### src/rtl/cpu_mem_arbiter.sv
// Merges the CPU instruction and data request streams onto one shared memory port
// with a single outstanding transaction. Data has priority, bounded by a starvation counter.
module cpu_mem_arbiter #(
  parameter int unsigned STARVE_LIMIT = 4
) (
  input  logic        clk,
  input  logic        resetn,

  input  logic        inst_req,
  input  logic [31:0] inst_addr,
  output logic        inst_addr_ok,
  output logic        inst_data_ok,
  output logic [31:0] inst_rdata,

  input  logic        data_req,
  input  logic        data_wr,
  input  logic [3:0]  data_wstrb,
  input  logic [31:0] data_addr,
  input  logic [31:0] data_wdata,
  output logic        data_addr_ok,
  output logic        data_data_ok,
  output logic [31:0] data_rdata,

  output logic        mem_req,
  output logic        mem_wr,
  output logic [3:0]  mem_wstrb,
  output logic [31:0] mem_addr,
  output logic [31:0] mem_wdata,
  input  logic        mem_addr_ok,
  input  logic        mem_data_ok,
  input  logic [31:0] mem_rdata
);

  localparam logic [1:0] IDLE = 2'd0;
  localparam logic [1:0] REQ  = 2'd1;
  localparam logic [1:0] WAIT = 2'd2;

  localparam logic [3:0] LIMIT = 4'(STARVE_LIMIT);

  logic [1:0] state;
  logic       owner;
  logic [3:0] starve_cnt;
  logic       in_idle;
  logic       starved;
  logic       grant_data;
  logic       grant_inst;

  // Grants are masked while resetn is low so the handshakes also read as
  // idle during reset, not just the registered outputs.
  always_comb begin
    in_idle    = (state == IDLE) && resetn;
    starved    = inst_req && (starve_cnt == LIMIT);
    grant_data = in_idle && data_req && !starved;
    grant_inst = in_idle && inst_req && !grant_data;
  end

  assign data_addr_ok = grant_data;
  assign inst_addr_ok = grant_inst;

  always_ff @(posedge clk or negedge resetn) begin
    if (!resetn) begin
      state <= IDLE;
    end else begin
      case (state)
        IDLE:    if (grant_data || grant_inst) state <= REQ;
        REQ:     if (mem_addr_ok) state <= WAIT;
        WAIT:    if (mem_data_ok) state <= IDLE;
        default: state <= IDLE;
      endcase
    end
  end

  always_ff @(posedge clk or negedge resetn) begin
    if (!resetn) begin
      owner     <= 1'b0;
      mem_req   <= 1'b0;
      mem_wr    <= 1'b0;
      mem_wstrb <= '0;
      mem_addr  <= '0;
      mem_wdata <= '0;
    end else if (grant_data) begin
      owner     <= 1'b1;
      mem_req   <= 1'b1;
      mem_wr    <= data_wr;
      mem_wstrb <= data_wr ? data_wstrb : 4'b0000;
      mem_addr  <= data_addr;
      mem_wdata <= data_wdata;
    end else if (grant_inst) begin
      owner     <= 1'b0;
      mem_req   <= 1'b1;
      mem_wr    <= 1'b0;
      mem_wstrb <= '0;
      mem_addr  <= inst_addr;
      mem_wdata <= '0;
    end else if (state == REQ && mem_addr_ok) begin
      mem_req   <= 1'b0;
    end
  end

  // Completion: one-cycle pulse to the owner; stores leave data_rdata untouched.
  always_ff @(posedge clk or negedge resetn) begin
    if (!resetn) begin
      inst_data_ok <= 1'b0;
      data_data_ok <= 1'b0;
      inst_rdata   <= '0;
      data_rdata   <= '0;
    end else begin
      inst_data_ok <= 1'b0;
      data_data_ok <= 1'b0;
      if (state == WAIT && mem_data_ok) begin
        if (owner) begin
          data_data_ok <= 1'b1;
          if (!mem_wr) data_rdata <= mem_rdata;
        end else begin
          inst_data_ok <= 1'b1;
          inst_rdata   <= mem_rdata;
        end
      end
    end
  end

  always_ff @(posedge clk or negedge resetn) begin
    if (!resetn) begin
      starve_cnt <= '0;
    end else if (grant_inst) begin
      starve_cnt <= '0;
    end else if (grant_data && inst_req) begin
      if (starve_cnt != LIMIT) starve_cnt <= starve_cnt + 4'd1;
    end else if (in_idle && !inst_req) begin
      starve_cnt <= '0;
    end
  end

endmodule

### config.mk
export PLATFORM = sky130hd
export DESIGN_NAME = cpu_mem_arbiter
export DESIGN_NICKNAME = d
export VERILOG_FILES = /design/src/rtl/cpu_mem_arbiter.sv
export SDC_FILE = /design/constraint.sdc
export NUM_CORES = 1
export LEC_CHECK = 0
export ABC_AREA = 1
export BUFFER_PORTS_ARGS = -buffer_cell sky130_fd_sc_hd__buf_2
export CORE_ASPECT_RATIO = 1.4
export CORE_MARGIN = 3
export CORE_UTILIZATION = 47
export DETAILED_ROUTE_END_ITERATION = 16
export GPL_ROUTABILITY_DRIVEN = 0
export PLACE_DENSITY = 0.81
export SYNTH_ARGS = -nofsm -noshare
export SYNTH_HDL_FRONTEND = slang
export SYNTH_SLANG_ARGS = --single-unit
### constraint.sdc
create_clock -name clk -period 1.7 [get_ports clk]
set_input_delay 0.17 -clock clk [delete_from_list [all_inputs] [get_ports clk]]
set_output_delay 0.17 -clock clk [all_outputs]
set_load 0.01 [all_outputs]
# Yosys cells after proc, flatten, opt, wreduce, memory -nomap -nowiden
# Cells that the tools add are included.
op_classes:
  add_sub_neg: 1
  n_mul: 0
  div_mod_pow: 0
  order_cmp: 0
  eq_ne: 8
  shift: 0
  muxes: 25
  bitwise_logic: 2
  n_reduce_logical: 22
op_table:
  columns: ["op", "n"]
  rows:
  - ["two-way mux 32 bit", 4]
  - ["two-way mux 4 bit", 7]
  - ["logical AND 1 bit", 10]
  - ["two-way mux 1 bit", 10]
  - ["two-way mux 2 bit", 3]
  - ["one-hot mux 2 bit (3 select lines)", 1]
  - ["AND reduction 3 bit", 2]
  - ["nonzero test 3 bit", 2]
  - ["adder 4 x 1 -> 4 bit (second input constant)", 1]
  - ["equality test 4 x 3 -> 1 bit (second input constant)", 1]
  - ["!= test 2 bit (second input constant)", 2]
  - ["!= test 4 x 3 -> 1 bit (second input constant)", 1]
  - ["AND reduction 2 bit", 2]
  - ["logical NOT 1 bit", 3]
  - ["!= test 3 x 2 -> 1 bit (second input constant)", 1]
  - ["equality test 2 x 1 -> 1 bit (second input constant)", 1]
  - ["equality test 2 bit (second input constant)", 1]
  - ["logical NOT 2 bit", 1]
  - ["!= test 2 x 1 -> 1 bit (second input constant)", 1]
  - ["NOT 1 bit", 2]
  - ["nonzero test 2 bit", 1]
  - ["logical OR 1 bit", 1]
word_totals:
  register_bits: 143
  latchBits: 0
  mem_bits_rw: 0
  romBits: 0
  input_bits: 139
  out_inout_bits: 138
  elab_cells: 70
  n_memories: 0

# Longest topological paths before layout
# Gate-level depths: netlist of the first run.
depth:
  ltp_word: 9
  depth_mapped: 10
  depth_no_buf: 9

# Worst setup path before layout of the first run
# OpenSTA, ideal clock, no wires.
synth_path:
  path_type: "reg2out"
  start: "register starve_cnt[0]"
  end: "output inst_addr_ok"
  arrival_time_ns: 1.240
  t_required_ns: 1.530
  slack_ns: 0.290
  path_stages_with_launch: 8
  n_path_buf: 1
  path_cell_list: "dfrtp_1 > inv_1 > ha_1 > nand2_1 > nor2_1 > nor2_2 > buf_2 > nor2_1"
synth_via:
  elab_chain_len: 6
synth_lines:
  columns: ["element", "line_no", "rtl"]
  rows:
  - ["start, declared", "42", "logic [3:0] starve_cnt;"]
  - ["start signal, assigned", "128", "if (starve_cnt != LIMIT) starve_cnt <= starve_cnt + 4'd1;"]
  - ["equality test 4 x 3 -> 1 bit", "52", "starved = inst_req && (starve_cnt == LIMIT);"]
  - ["logical AND 1 bit", "52", null]
  - ["logical NOT 1 bit", "53", "grant_data = in_idle && data_req && !starved;"]
  - ["logical AND 1 bit", "53", null]
  - ["net data_addr_ok", "20", "output logic data_addr_ok,"]
  - ["logical NOT 1 bit", "54", "grant_inst = in_idle && inst_req && !grant_data;"]
  - ["logical AND 1 bit", "54", null]
  - ["end, declared", "11", "output logic inst_addr_ok,"]
# The timed path passes the listed nets, and every way through them passes these cells.

# Worst setup path in the final report of the first run
layout_path:
  start: "register starve_cnt[0]"
  end: "output inst_addr_ok"
layout_via:
  elab_chain_len: 6
layout_lines:
  columns: ["element", "line_no"]
  rows:
  - ["equality test 4 x 3 -> 1 bit", "52"]
  - ["logical AND 1 bit", "52"]
  - ["logical NOT 1 bit", "53"]
  - ["logical AND 1 bit", "53"]
  - ["logical NOT 1 bit", "54"]
  - ["logical AND 1 bit", "54"]
# No other way between the ends.

==> summary.md, run 1 <==
| Metric | Value |
|---|---|
| Status | `complete, no violations` |
| DR iter-0 viols | `411` |
| Placeable Area | `12100 µm²` |
| Top-count cell post-synth | `nand2_1` |
| Initial antenna violation count | `1` |
| Worst skew pair latency | `0.42 ns` |
| Worst EP required | `1.53 ns` |
| Max-Slew Margin vs Limit | `0.610` |
| Final Setup Violations | `0` |
| Min Clock Period, post-route | `1.68 ns` |
| RSZ-0062 raised after global routing | `true` |
| P_sw | `6.01 mW` |
| CP Data Arrival Time | `1.51 ns` |
| Total power | `15.8 mW` |
| Most used cell along the critical path | `nor2_4` |
| Type of element capturing the critical path | `primary output` |
| WS Path Type | `reg -> out` |
| Main combinational cell family by area after synthesis | `simple AND/OR/NAND/NOR gates` |
| Initial core utilization | `0.492` |
| H-tree levels | `4` |
| YS warnings | `0` |
| FMAX | `596 MHz` |
| # IOs | `277` |
| Max_cap viols | `0` |
| Pleak | `5.20 nW` |
| Post-DRT Antenna Nets | `0` |
| Combinational share of power | `0.371` |
| Synthesized flop and latch total | `143` |
| Buf/Inv on CP | `2` |
| Largest net degree at the start of global routing | `107` |
| Mux cell area share after synthesis | `0` |
| Tcrit/Tclk final | `0.986` |
| DP Worst Slack | `0.192 ns` |
| Row count | `47` |
| Worst-path fanout max | `3` |
| Die Y | `139 µm` |
| Synth Area in XOR/XNOR | `0.00148` |
| Placed Area | `7500 µm²` |
| Clock Sinks | `143` |
| DR vias | `6654` |
| Synth top area share | `0.604` |
| Worst-path clk slew | `0.06 ns` |
| Pwr/cell area | `1680 nW/µm²` |
| Seq/Total Area, Yosys | `0.604` |
| Cell taking the most area after synthesis | `dfrtp_1` |
| Fillers | `725` |
| Flop pwr share | `0.375` |
| Internal power | `9.77 mW` |
| Cell Chain, Critical Path | `inv_2 > ha_4 > nand2_4 > nor2_4 > nor2_4 > nor2_1 > buf_2` |
| Family with the most delay on the worst path | `flip-flops` |
| Synth Area in Compound Gates | `0.0591` |
| VDD IR max | `0.000995 V` |
| CTS Buffer Depth | `2` |
| Post-synth EDFFs | `0` |
| Post-Place Cells | `1098` |
| Die area | `14000 µm²` |
| Critical path's largest stage delay | `0.39 ns` |
| Top_reg_cell synth | `dfrtp_1` |
| Design Area, Final | `9410 µm²` |
| Synth Area in Adders | `0.00422` |
| Max Slew Vio Count | `0` |
| Non-Filler Instances | `1255` |
| Synth cell count leaders | `nand2_1 (335), dfrtp_1 (143), nand3_1 (59), o21ai_0 (53), inv_1 (21)` |
| Post-synthesis cell area | `5930 µm²` |
| Die width | `101 µm` |
| DRT Pass-1 Iters | `6` |
| Slowest CP cell | `dfrtp_1` |
| Final nets | `1235` |
| Global-route wire length before repair | `34700 µm` |
| Drt wl/cell | `17.9 µm` |
| Layout cells sized above 1 | `0.314` |
| Setup Skew | `0.0138 ns` |
| Post-Syn Instances | `697` |
| Avg Inst Size Synth | `8.50 µm²` |
| Largest cells by area after synthesis | `dfrtp_1 (60%), nand2_1 (21%), nand3_1 (5.0%), o21ai_0 (4.5%), buf_2 (1.7%)` |
| # DRC | `0` |
| Vias in the first global route | `6794` |
| Vias per cell | `5.30` |
| Tightest Pin Transition | `0.585 ns` |
| Post-layout util | `0.781` |
| Distinct cells, synth | `21` |
| Clock power frac | `0.254` |
| Switching portion of total power | `0.381` |
| Area growth syn-to-layout | `58.8%` |
| Post-Syn Nets | `838` |
| Final wirelength | `22400 µm` |
| CTS tree | `done` |
| CTS root buf | `clkbuf_16` |
| Critical path launch point type | `flip-flop` |
| Ys async rst share | `1.00` |
| Total GRT Usage | `0.315` |
| Worst hold path type | `in -> reg` |
| Overflow after GRT | `0` |
| Setup ws final | `0.0230 ns` |
| Hold Fails Final Rpt | `0` |
| Port bufs | `276` |
| Simple-gate share of the synthesized area | `0.283` |
| Post-detail-place hpwl | `12200 µm` |
| Cts bufs inserted | `17` |
-- final cells by class --
class / instances / area (µm²) / share of cell area
diodes: 1 / 2.50 / 0.000266
clock buffers: 17 / 425 / 0.0452
multi-input cells: 492 / 2120 / 0.225
well taps: 147 / 184 / 0.0195
clock inverters: 15 / 209 / 0.0222
inverters: 23 / 86.3 / 0.00917
flip-flops and latches: 143 / 3580 / 0.380
repair buffers: 417 / 2800 / 0.298
-- logic make-up after synthesis --
kind of cell | count (synthesis)
XOR/XNOR | 1
AO/OA/AOI/OAI | 68
adder cells (fa/ha/maj) | 2
AND/OR/NAND/NOR | 421
flip-flops | 143
buffers and inverters | 62
-- per-layer routing --
metal	GRT usage	wire [µm]	share of wire
met5	0	0	0
met1	0.355	7860	0.35
met3	0.0790	1890	0.084
met2	0.540	11500	0.51
met4	0.166	1130	0.051
-- state kept, by name, summed over array words and instances, names as in the netlist --
signal and count:
state 2, mem_wdata 32, owner 1, inst_data_ok 1, mem_wr 1, mem_wstrb 4
inst_rdata 32, starve_cnt 4, data_rdata 32, mem_req 1, mem_addr 32, data_data_ok 1
-- power groups by stage --
stage	sequential, mW	clock [mW]	combinational, mW
CTS	5.80	4.04	5.59
global route	6.08	4.19	6.42
finish	5.92	4.01	5.85
detailed placement	5.81	0	5.31
global placement	5.81	0	5.16
floorplan	6.54	0	1.98
-- what timing repair did --
| item | in CTS | in global routing |
|---|---|---|
| resized for setup | 2 | 10 |
| cloned | 0 | 0 |
| hold endpoints to repair | 274 | 0 |
| setup endpoints to repair | 2 | 4 |
| hold buffers | 118 | 0 |
| pin swaps | 2 | 2 |
| setup buffers | 3 | 3 |
-- metrics by stage --
step | TNS [ns] | hold slack (ns)
5_1_grt | -0.0313 | 0.0172
3_3_place_gp | 0 | 0.308
4_1_cts | 0 | 0.000304
6_report | 0 | 0.0180
2_1_floorplan | 0 | -0.126
3_5_place_dp | 0 | 0.310
-- tightest hold or removal path, delay by kind of cell --
| kind | cells | cell delay [ns] |
|---|---|---|
| buffers and inverters | 1 | 0.11 |
| AND/OR/NAND/NOR | 2 | 0.12 |
-- placed cells by master, fill, tap and decap left out --
| master | count |
|---|---|
| nor2_1 | 19 |
| clkbuf_16 | 17 |
| clkinv_2 | 1 |
| clkinv_4 | 3 |
| buf_12 | 5 |
| clkinvlp_4 | 3 |
| nand3_1 | 57 |
| diode_2 | 1 |
| bufinv_16 | 4 |
| nand2_4 | 1 |
| dfrtp_2 | 1 |
| dfrtp_1 | 142 |
| dlygate4sd3_1 | 118 |
| o21ai_0 | 53 |
| ha_1 | 1 |
| nor2_4 | 4 |
| ha_4 | 1 |
| buf_4 | 18 |
| buf_6 | 1 |
| inv_6 | 4 |
| o211ai_4 | 1 |
| inv_2 | 3 |
| nand2_2 | 2 |
| xor2_1 | 1 |
| nand3_2 | 2 |
| nor2_2 | 1 |
| o31ai_1 | 1 |
| nand2_1 | 333 |
| or2_4 | 1 |
| inv_1 | 20 |
| buf_2 | 275 |
| o21ai_1 | 13 |
| nand4_1 | 1 |
-- worst paths after layout --
check | start | end | slack [ns] | cells past startpoint
min reg2reg | data_rdata[8]$_DFFE_PN0P_ | data_rdata[8]$_DFFE_PN0P_ | 0.47 | 2
max | starve_cnt[0]$_DFFE_PN0P_ | inst_addr_ok | 0.02 | 7
max reg2reg | state[0]$_DFFE_PN0P_ | mem_addr[29]$_DFFE_PN0P_ | 0.12 | 8
max in group asynchronous | resetn | data_rdata[16]$_DFFE_PN0P_ | 0.78 | 3
min | mem_rdata[27] | inst_rdata[27]$_DFFE_PN0P_ | 0.02 | 3
min in group asynchronous | resetn | mem_addr[5]$_DFFE_PN0P_ | 0.45 | 3
Power figures use the tool's default switching activity.
==> run 2, diff against run 1 <==
==> constraint.sdc (replaced) <==
create_clock -name clk -period 1.8 [get_ports clk]
set_input_delay 0.18 -clock clk [delete_from_list [all_inputs] [get_ports clk]]
set_output_delay 0.18 -clock clk [all_outputs]
set_load 0.01 [all_outputs]
==> summary.md, run 2 (same netlist as run 1, synthesis figures left out) <==
| Metric | Value |
|---|---|
| CTS tree | `done` |
| Worst-path clk slew | `0.07 ns` |
| Largest net degree at the start of global routing | `106` |
| Worst reg2reg path endpoint | `mem_addr[20]$_DFFE_PN0P_` |
| Row count | `47` |
| Final Setup Violations | `0` |
| WS Path Type | `reg -> out` |
| Post-detail-place hpwl | `12200 µm` |
| Post-layout util | `0.769` |
| Max-Slew Margin vs Limit | `0.620` |
| Most frequent cells in the layout | `nand2_1 (334), buf_2 (275), dfrtp_1 (142)` |
| Reg2reg setup slack | `0.22 ns` |
| Hold Fails Final Rpt | `0` |
| Final wirelength | `21400 µm` |
| Vias in the first global route | `6859` |
| Tcrit/Tclk final | `0.964` |
| Initial antenna violation count | `2` |
| DR vias | `6547` |
| FMAX | `576 MHz` |
| Die area | `14000 µm²` |
| Worst Setup EP | `data_addr_ok` |
| Slowest CP cell | `dfrtp_2` |
| Commonest non-fill, non-tap cell in the layout | `nand2_1` |
| Area growth syn-to-layout | `56.5%` |
| Max_cap viols | `0` |
| Min Clock Period, post-route | `1.73 ns` |
| Port bufs | `276` |
| DP Worst Slack | `0.266 ns` |
| Critical path's largest stage delay | `0.44 ns` |
| Type of element capturing the critical path | `primary output` |
| Worst hold stages | `3` |
| Post-DRT Antenna Nets | `0` |
| Global-route wire length before repair | `32900 µm` |
| Tightest Pin Transition | `0.570 ns` |
| Worst-path fanout max | `8` |
| Overflow after GRT | `0` |
| R2R Path Start | `state[0]$_DFFE_PN0P_` |
| Initial core utilization | `0.492` |
| Die Y | `139 µm` |
| Critical path launch point | `state[0]$_DFFE_PN0P_` |
| # IOs | `277` |
| Worst hold path type | `in -> reg` |
| Worst EP required | `1.62 ns` |
| Max Slew Vio Count | `0` |
| Cells on worst reg2reg path | `7` |
| Worst skew pair latency | `0.42 ns` |
| Final nets | `1228` |
| Most used cell along the critical path | `nor2_4` |
| Setup Skew | `0.0117 ns` |
| Hold WS | `0.00844 ns` |
| Setup ws final | `0.0652 ns` |
| WP depth | `5` |
| Pwr/cell area | `1550 nW/µm²` |
| H-tree levels | `4` |
| Total power | `14.4 mW` |
| # DRC | `0` |
| Pleak | `5.15 nW` |
| Cts bufs inserted | `17` |
| Status | `complete, no violations` |
| VDD IR max | `0.000857 V` |
| Die width | `101 µm` |
| Total GRT Usage | `0.296` |
| Family with the most delay on the worst path | `flip-flops` |
| Clock Sinks | `143` |
| Layout cells sized above 1 | `0.314` |
| CTS root buf | `clkbuf_16` |
| Cell Chain, Critical Path | `nor2_4 > nand3_1 > nor2_4 > buf_6 > buf_2` |
| DR iter-0 viols | `333` |
| CTS Buffer Depth | `2` |
| Vias per cell | `5.24` |
| Placeable Area | `12100 µm²` |
| Buf/Inv on CP | `2` |
| DRT Pass-1 Iters | `5` |
| Drt wl/cell | `17.1 µm` |
| Critical path launch point type | `flip-flop` |
| Fillers | `739` |
| CP Data Arrival Time | `1.55 ns` |
==> run 2: how the worst min path moves through the flow <==
| stage | startpoint | end | slack, ns |
|---|---|---|---|
| final | inst_addr[3] | mem_addr[3]$_DFFE_PN0P_ | 0.008 |
| after global routing | mem_rdata[27] | data_rdata[27]$_DFFE_PN0P_ | 0.007 |
| after floorplan | resetn | data_data_ok$_DFF_PN0_ | -0.12 |
| after CTS | data_wstrb[3] | mem_wstrb[3]$_DFFE_PN0P_ | 0.0004 |
| after global placement | resetn | mem_addr[21]$_DFFE_PN0P_ | 0.04 |
| after detailed placement | resetn | mem_addr[0]$_DFFE_PN0P_ | 0.04 |
==> run 2: final cells by class <==
class / instances / area, µm² / share of cell area
antenna: 2 / 5.00 / 0.000540
clock buffer: 18 / 439 / 0.0474
clock inverter: 14 / 133 / 0.0143
inverter: 23 / 86.3 / 0.00931
multi-input combinational: 492 / 2090 / 0.225
sequential: 143 / 3580 / 0.386
tap: 147 / 184 / 0.0198
timing repair buffer: 410 / 2760 / 0.297
==> run 2: power breakdown <==
group / total, mW / switching, mW / internal (mW)
combinational: 5.42 / 3.27 / 2.14
sequential: 5.56 / 0.866 / 4.70
clock: 3.41 / 1.45 / 1.96
==> run 2: through the flow <==
step	setup TNS [ns]	area, µm²	std cells
floorplan	0	5930	697
global placement	0	7480	1097
detailed placement	0	7480	1097
CTS	0	9180	1241
global route	-0.000408	9270	1249
finish	0	9270	1249
==> run 2: what timing repair did <==
| item | 4_1_cts | 5_1_grt |
|---|---|---|
| buffers inserted | 3 | 3 |
| endpoints found under the setup margin | 2 | 2 |
| gates resized for setup | 3 | 8 |
| pin swaps | 1 | 2 |
| hold endpoints to repair | 158 | 2 |
| hold buffers | 109 | 2 |
| gates cloned | 0 | 1 |
==> run 2: worst min-delay path, cell delays in order <==
cell and delay (ns):
buf_2 0.07, nand3_1 0.07, nand3_1 0.07
==> run 2: metal layers <==
metal / GRT usage / share of wire / wire (µm)
met5: 0 / 0 / 0
met4: 0.153 / 0.045 / 955
met3: 0.0705 / 0.084 / 1800
met2: 0.516 / 0.52 / 11100
met1: 0.330 / 0.35 / 7540
==> run 3, diff against run 2 <==
--- a/config.mk
+++ b/config.mk
@@ -5,14 +5,14 @@
 export SDC_FILE = /design/constraint.sdc
 export NUM_CORES = 1
 export LEC_CHECK = 0
-export ABC_AREA = 1
+export ABC_AREA = 0
 export BUFFER_PORTS_ARGS = -buffer_cell sky130_fd_sc_hd__buf_2
 export CORE_ASPECT_RATIO = 1.4
 export CORE_MARGIN = 3
 export CORE_UTILIZATION = 47
 export DETAILED_ROUTE_END_ITERATION = 16
 export GPL_ROUTABILITY_DRIVEN = 0
-export PLACE_DENSITY = 0.81
+export PLACE_DENSITY = 0.8
 export SYNTH_ARGS = -nofsm -noshare
 export SYNTH_HDL_FRONTEND = slang
 export SYNTH_SLANG_ARGS = --single-unit
==> summary.md, run 3 <==
| Metric | Value |
|---|---|
| Status | `complete, no violations` |
| Cts bufs inserted | `17` |
| FMAX | `557 MHz` |
| Area growth syn-to-layout | `41.3%` |
| Switching portion of total power | `0.326` |
| Distinct cells, synth | `35` |
| Post-synth EDFFs | `0` |
| Flop pwr share | `0.382` |
| Overflow after GRT | `0` |
| Die area | `14400 µm²` |
| Critical path launch point | `starve_cnt[1]$_DFFE_PN0P_` |
| Worst EP required | `1.62 ns` |
| Ys async rst share | `1.00` |
| Tcrit/Tclk final | `0.998` |
| Worst-path fanout max | `2` |
| Seq/Total Area, Yosys | `0.588` |
| WS Path Type | `reg -> out` |
| DR vias | `4885` |
| CTS Buffer Depth | `2` |
| Clock power frac | `0.247` |
| Placeable Area | `12500 µm²` |
| Commonest non-fill, non-tap cell in the layout | `buf_2` |
| H-tree levels | `4` |
| Post-Syn Instances | `418` |
| Pleak | `4.19 nW` |
| Synth cell count leaders | `dfrtp_1 (143), nand2b_1 (35), a22o_1 (33), nand4b_1 (33), mux2_2 (32)` |
| Total GRT Usage | `0.232` |
| Max_cap viols | `0` |
| Port bufs | `276` |
| Largest cells by area after synthesis | `dfrtp_1 (59%), mux2_4 (7.4%), mux2_2 (5.9%), o221a_2 (5.2%), a22o_1 (4.8%)` |
| CP Data Arrival Time | `1.62 ns` |
| Total power | `14.7 mW` |
| Cell taking the most area after synthesis | `dfrtp_1` |
| DRT Pass-1 Iters | `4` |
| Final wirelength | `17200 µm` |
| Critical path launch point type | `flip-flop` |
| Final Setup Violations | `0` |
| R2R Path Start | `starve_cnt[1]$_DFFE_PN0P_` |
| # DRC | `0` |
| # IOs | `277` |
| Vias in the first global route | `5178` |
| Cells on worst reg2reg path | `7` |
| Initial antenna violation count | `0` |
| Worst-path clk slew | `0.06 ns` |
| Die width | `102 µm` |
| Min Clock Period, post-route | `1.80 ns` |
| Die Y | `141 µm` |
| Synth top area share | `0.588` |
| Row count | `48` |
| Post-detail-place hpwl | `11800 µm` |
| Max Slew Vio Count | `0` |
| Pwr/cell area | `1710 nW/µm²` |
| Internal power | `9.92 mW` |
| Initial core utilization | `0.487` |
| Top_reg_cell synth | `dfrtp_1` |
| VDD IR max | `0.000764 V` |
| Setup Skew | `0.00935 ns` |
| Worst Setup EP | `inst_addr_ok` |
| Reg2reg setup slack | `0.05 ns` |
| Layout cells sized above 1 | `0.591` |
| Hold Fails Final Rpt | `0` |
| Global-route wire length before repair | `26000 µm` |
| Tightest Pin Transition | `1.01 ns` |
| Combinational share of power | `0.371` |
| Largest net degree at the start of global routing | `69` |
| P_sw | `4.81 mW` |
| Clock Sinks | `143` |
| Hold WS | `0.0127 ns` |
| Top-count cell post-synth | `dfrtp_1` |
| Post-DRT Antenna Nets | `0` |
| CTS root buf | `clkbuf_16` |
| Max-Slew Margin vs Limit | `0.327` |
| Avg Inst Size Synth | `14.6 µm²` |
| Worst reg2reg path endpoint | `mem_wdata[0]$_DFFE_PN0P_` |
| YS warnings | `0` |
| RSZ-0062 raised after global routing | `true` |
| Final nets | `863` |
| Drt wl/cell | `19.4 µm` |
| Type of element capturing the critical path | `primary output` |
| DR iter-0 viols | `162` |
| Worst hold path type | `in -> reg` |
| Worst skew pair latency | `0.40 ns` |
| Vias per cell | `5.52` |
| Post-synthesis cell area | `6080 µm²` |
| CTS tree | `done` |
| Post-Syn Nets | `559` |
| Synthesized flop and latch total | `143` |
| Most frequent cells in the layout | `buf_2 (274), dfrtp_1 (143), nand2b_1 (35)` |
[run 3: cell types whose count changed in the layout (fill, tap and decap cells not counted), sizes merged, moves of 21 or more]
cell	previous run	this run
o21ai	66	5
nand2b	0	35
nand4b	0	33
dlygate4sd3	110	19
nand3	59	2
a22o	0	33
o221a	0	32
mux2	0	64
inv	28	5
nand2	336	7
nor2	24	3
[run 3: power groups by stage]
stage          clock network (mW)  logic (mW)  registers [mW]
2_1_floorplan                   0        2.30            6.21
3_3_place_gp                    0        5.08            5.57
3_5_place_dp                    0        5.29            5.60
4_1_cts                      3.71        5.47            5.61
5_1_grt                      3.88        5.91            5.79
6_report                     3.64        5.47            5.62
[run 3: stage by stage]
| stage | worst slack, ns | cells | TNS [ns] | utilization | instance area, µm² |
|---|---|---|---|---|---|
| floorplan | 0.154 | 418 | 0 | - | 6080 |
| global route | -0.0639 | 884 | -0.162 | 0.688 | 8590 |
| detailed placement | 0.00813 | 821 | 0 | 0.610 | 7620 |
| CTS | 0.00349 | 881 | 0 | 0.685 | 8560 |
| global placement | 0.115 | 821 | 0 | 0.610 | 7620 |
| finish | 0.00343 | 885 | 0 | 0.688 | 8590 |
[run 3: timing repair]
action / in CTS / in global routing
pin swaps: 3 / 1
hold buffers: 19 / 0
hold endpoints to repair: 106 / 0
gates cloned: 2 / 1
setup endpoints to repair: 2 / 20
gates resized for setup: 8 / 1
setup buffers: 8 / 2
[run 3: routing by layer]
layer  global-route usage  wire, µm  share of wire
met1                0.263      6610           0.38
met2                0.409      8800           0.51
met3               0.0688      1480          0.086
met4               0.0836       290          0.017
met5                    0         0              0
[run 3: worst min-delay path by stage]
| stage | from | to | slack, ns | cells past startpoint |
|---|---|---|---|---|
| final | data_wdata[24] | mem_wdata[24]$_DFFE_PN0P_ | 0.01 | 2 |
| after CTS | data_wdata[24] | mem_wdata[24]$_DFFE_PN0P_ | 0.0008 | 2 |
| after detailed placement | resetn | state[1]$_DFFE_PN0P_ | 0.31 | 2 |
| after global routing | data_wdata[30] | mem_wdata[30]$_DFFE_PN0P_ | 0.002 | 2 |
| after global placement | resetn | owner$_DFFE_PN0P_ | 0.29 | 2 |
| after floorplan | resetn | data_data_ok$_DFF_PN0_ | -0.12 | 0 |
[run 3: cells by family after synthesis]
logic type / after synthesis / share of synthesized area
DFF: 143 / 0.588
muxes: 64 / 0.137
AOI/OAI and AO/OA: 79 / 0.124
buffers and inverters: 40 / 0.0376
adders and majority gates: 2 / 0.00411
and+or+nand+nor: 90 / 0.109
[run 3: worst max-delay path: stages (launching register included)]
cell and delay [ns]:
dfrtp_1 0.40, inv_2 0.09, ha_4 0.14, nand3b_1 0.12
a21bo_4 0.24, nor2_2 0.09, buf_2 0.14
[run 3: cell type report]
class                           instances  area (µm²)
Inverter                                4        15.0
Sequential cell                       143        3580
Clock inverter                         13         189
Timing Repair Buffer                  319        1850
Antenna cell                            1        2.50
Tap cell                              150         188
Multi-Input combinational cell        237        2340
Clock buffer                           18         429
Fill cell                             905        3900
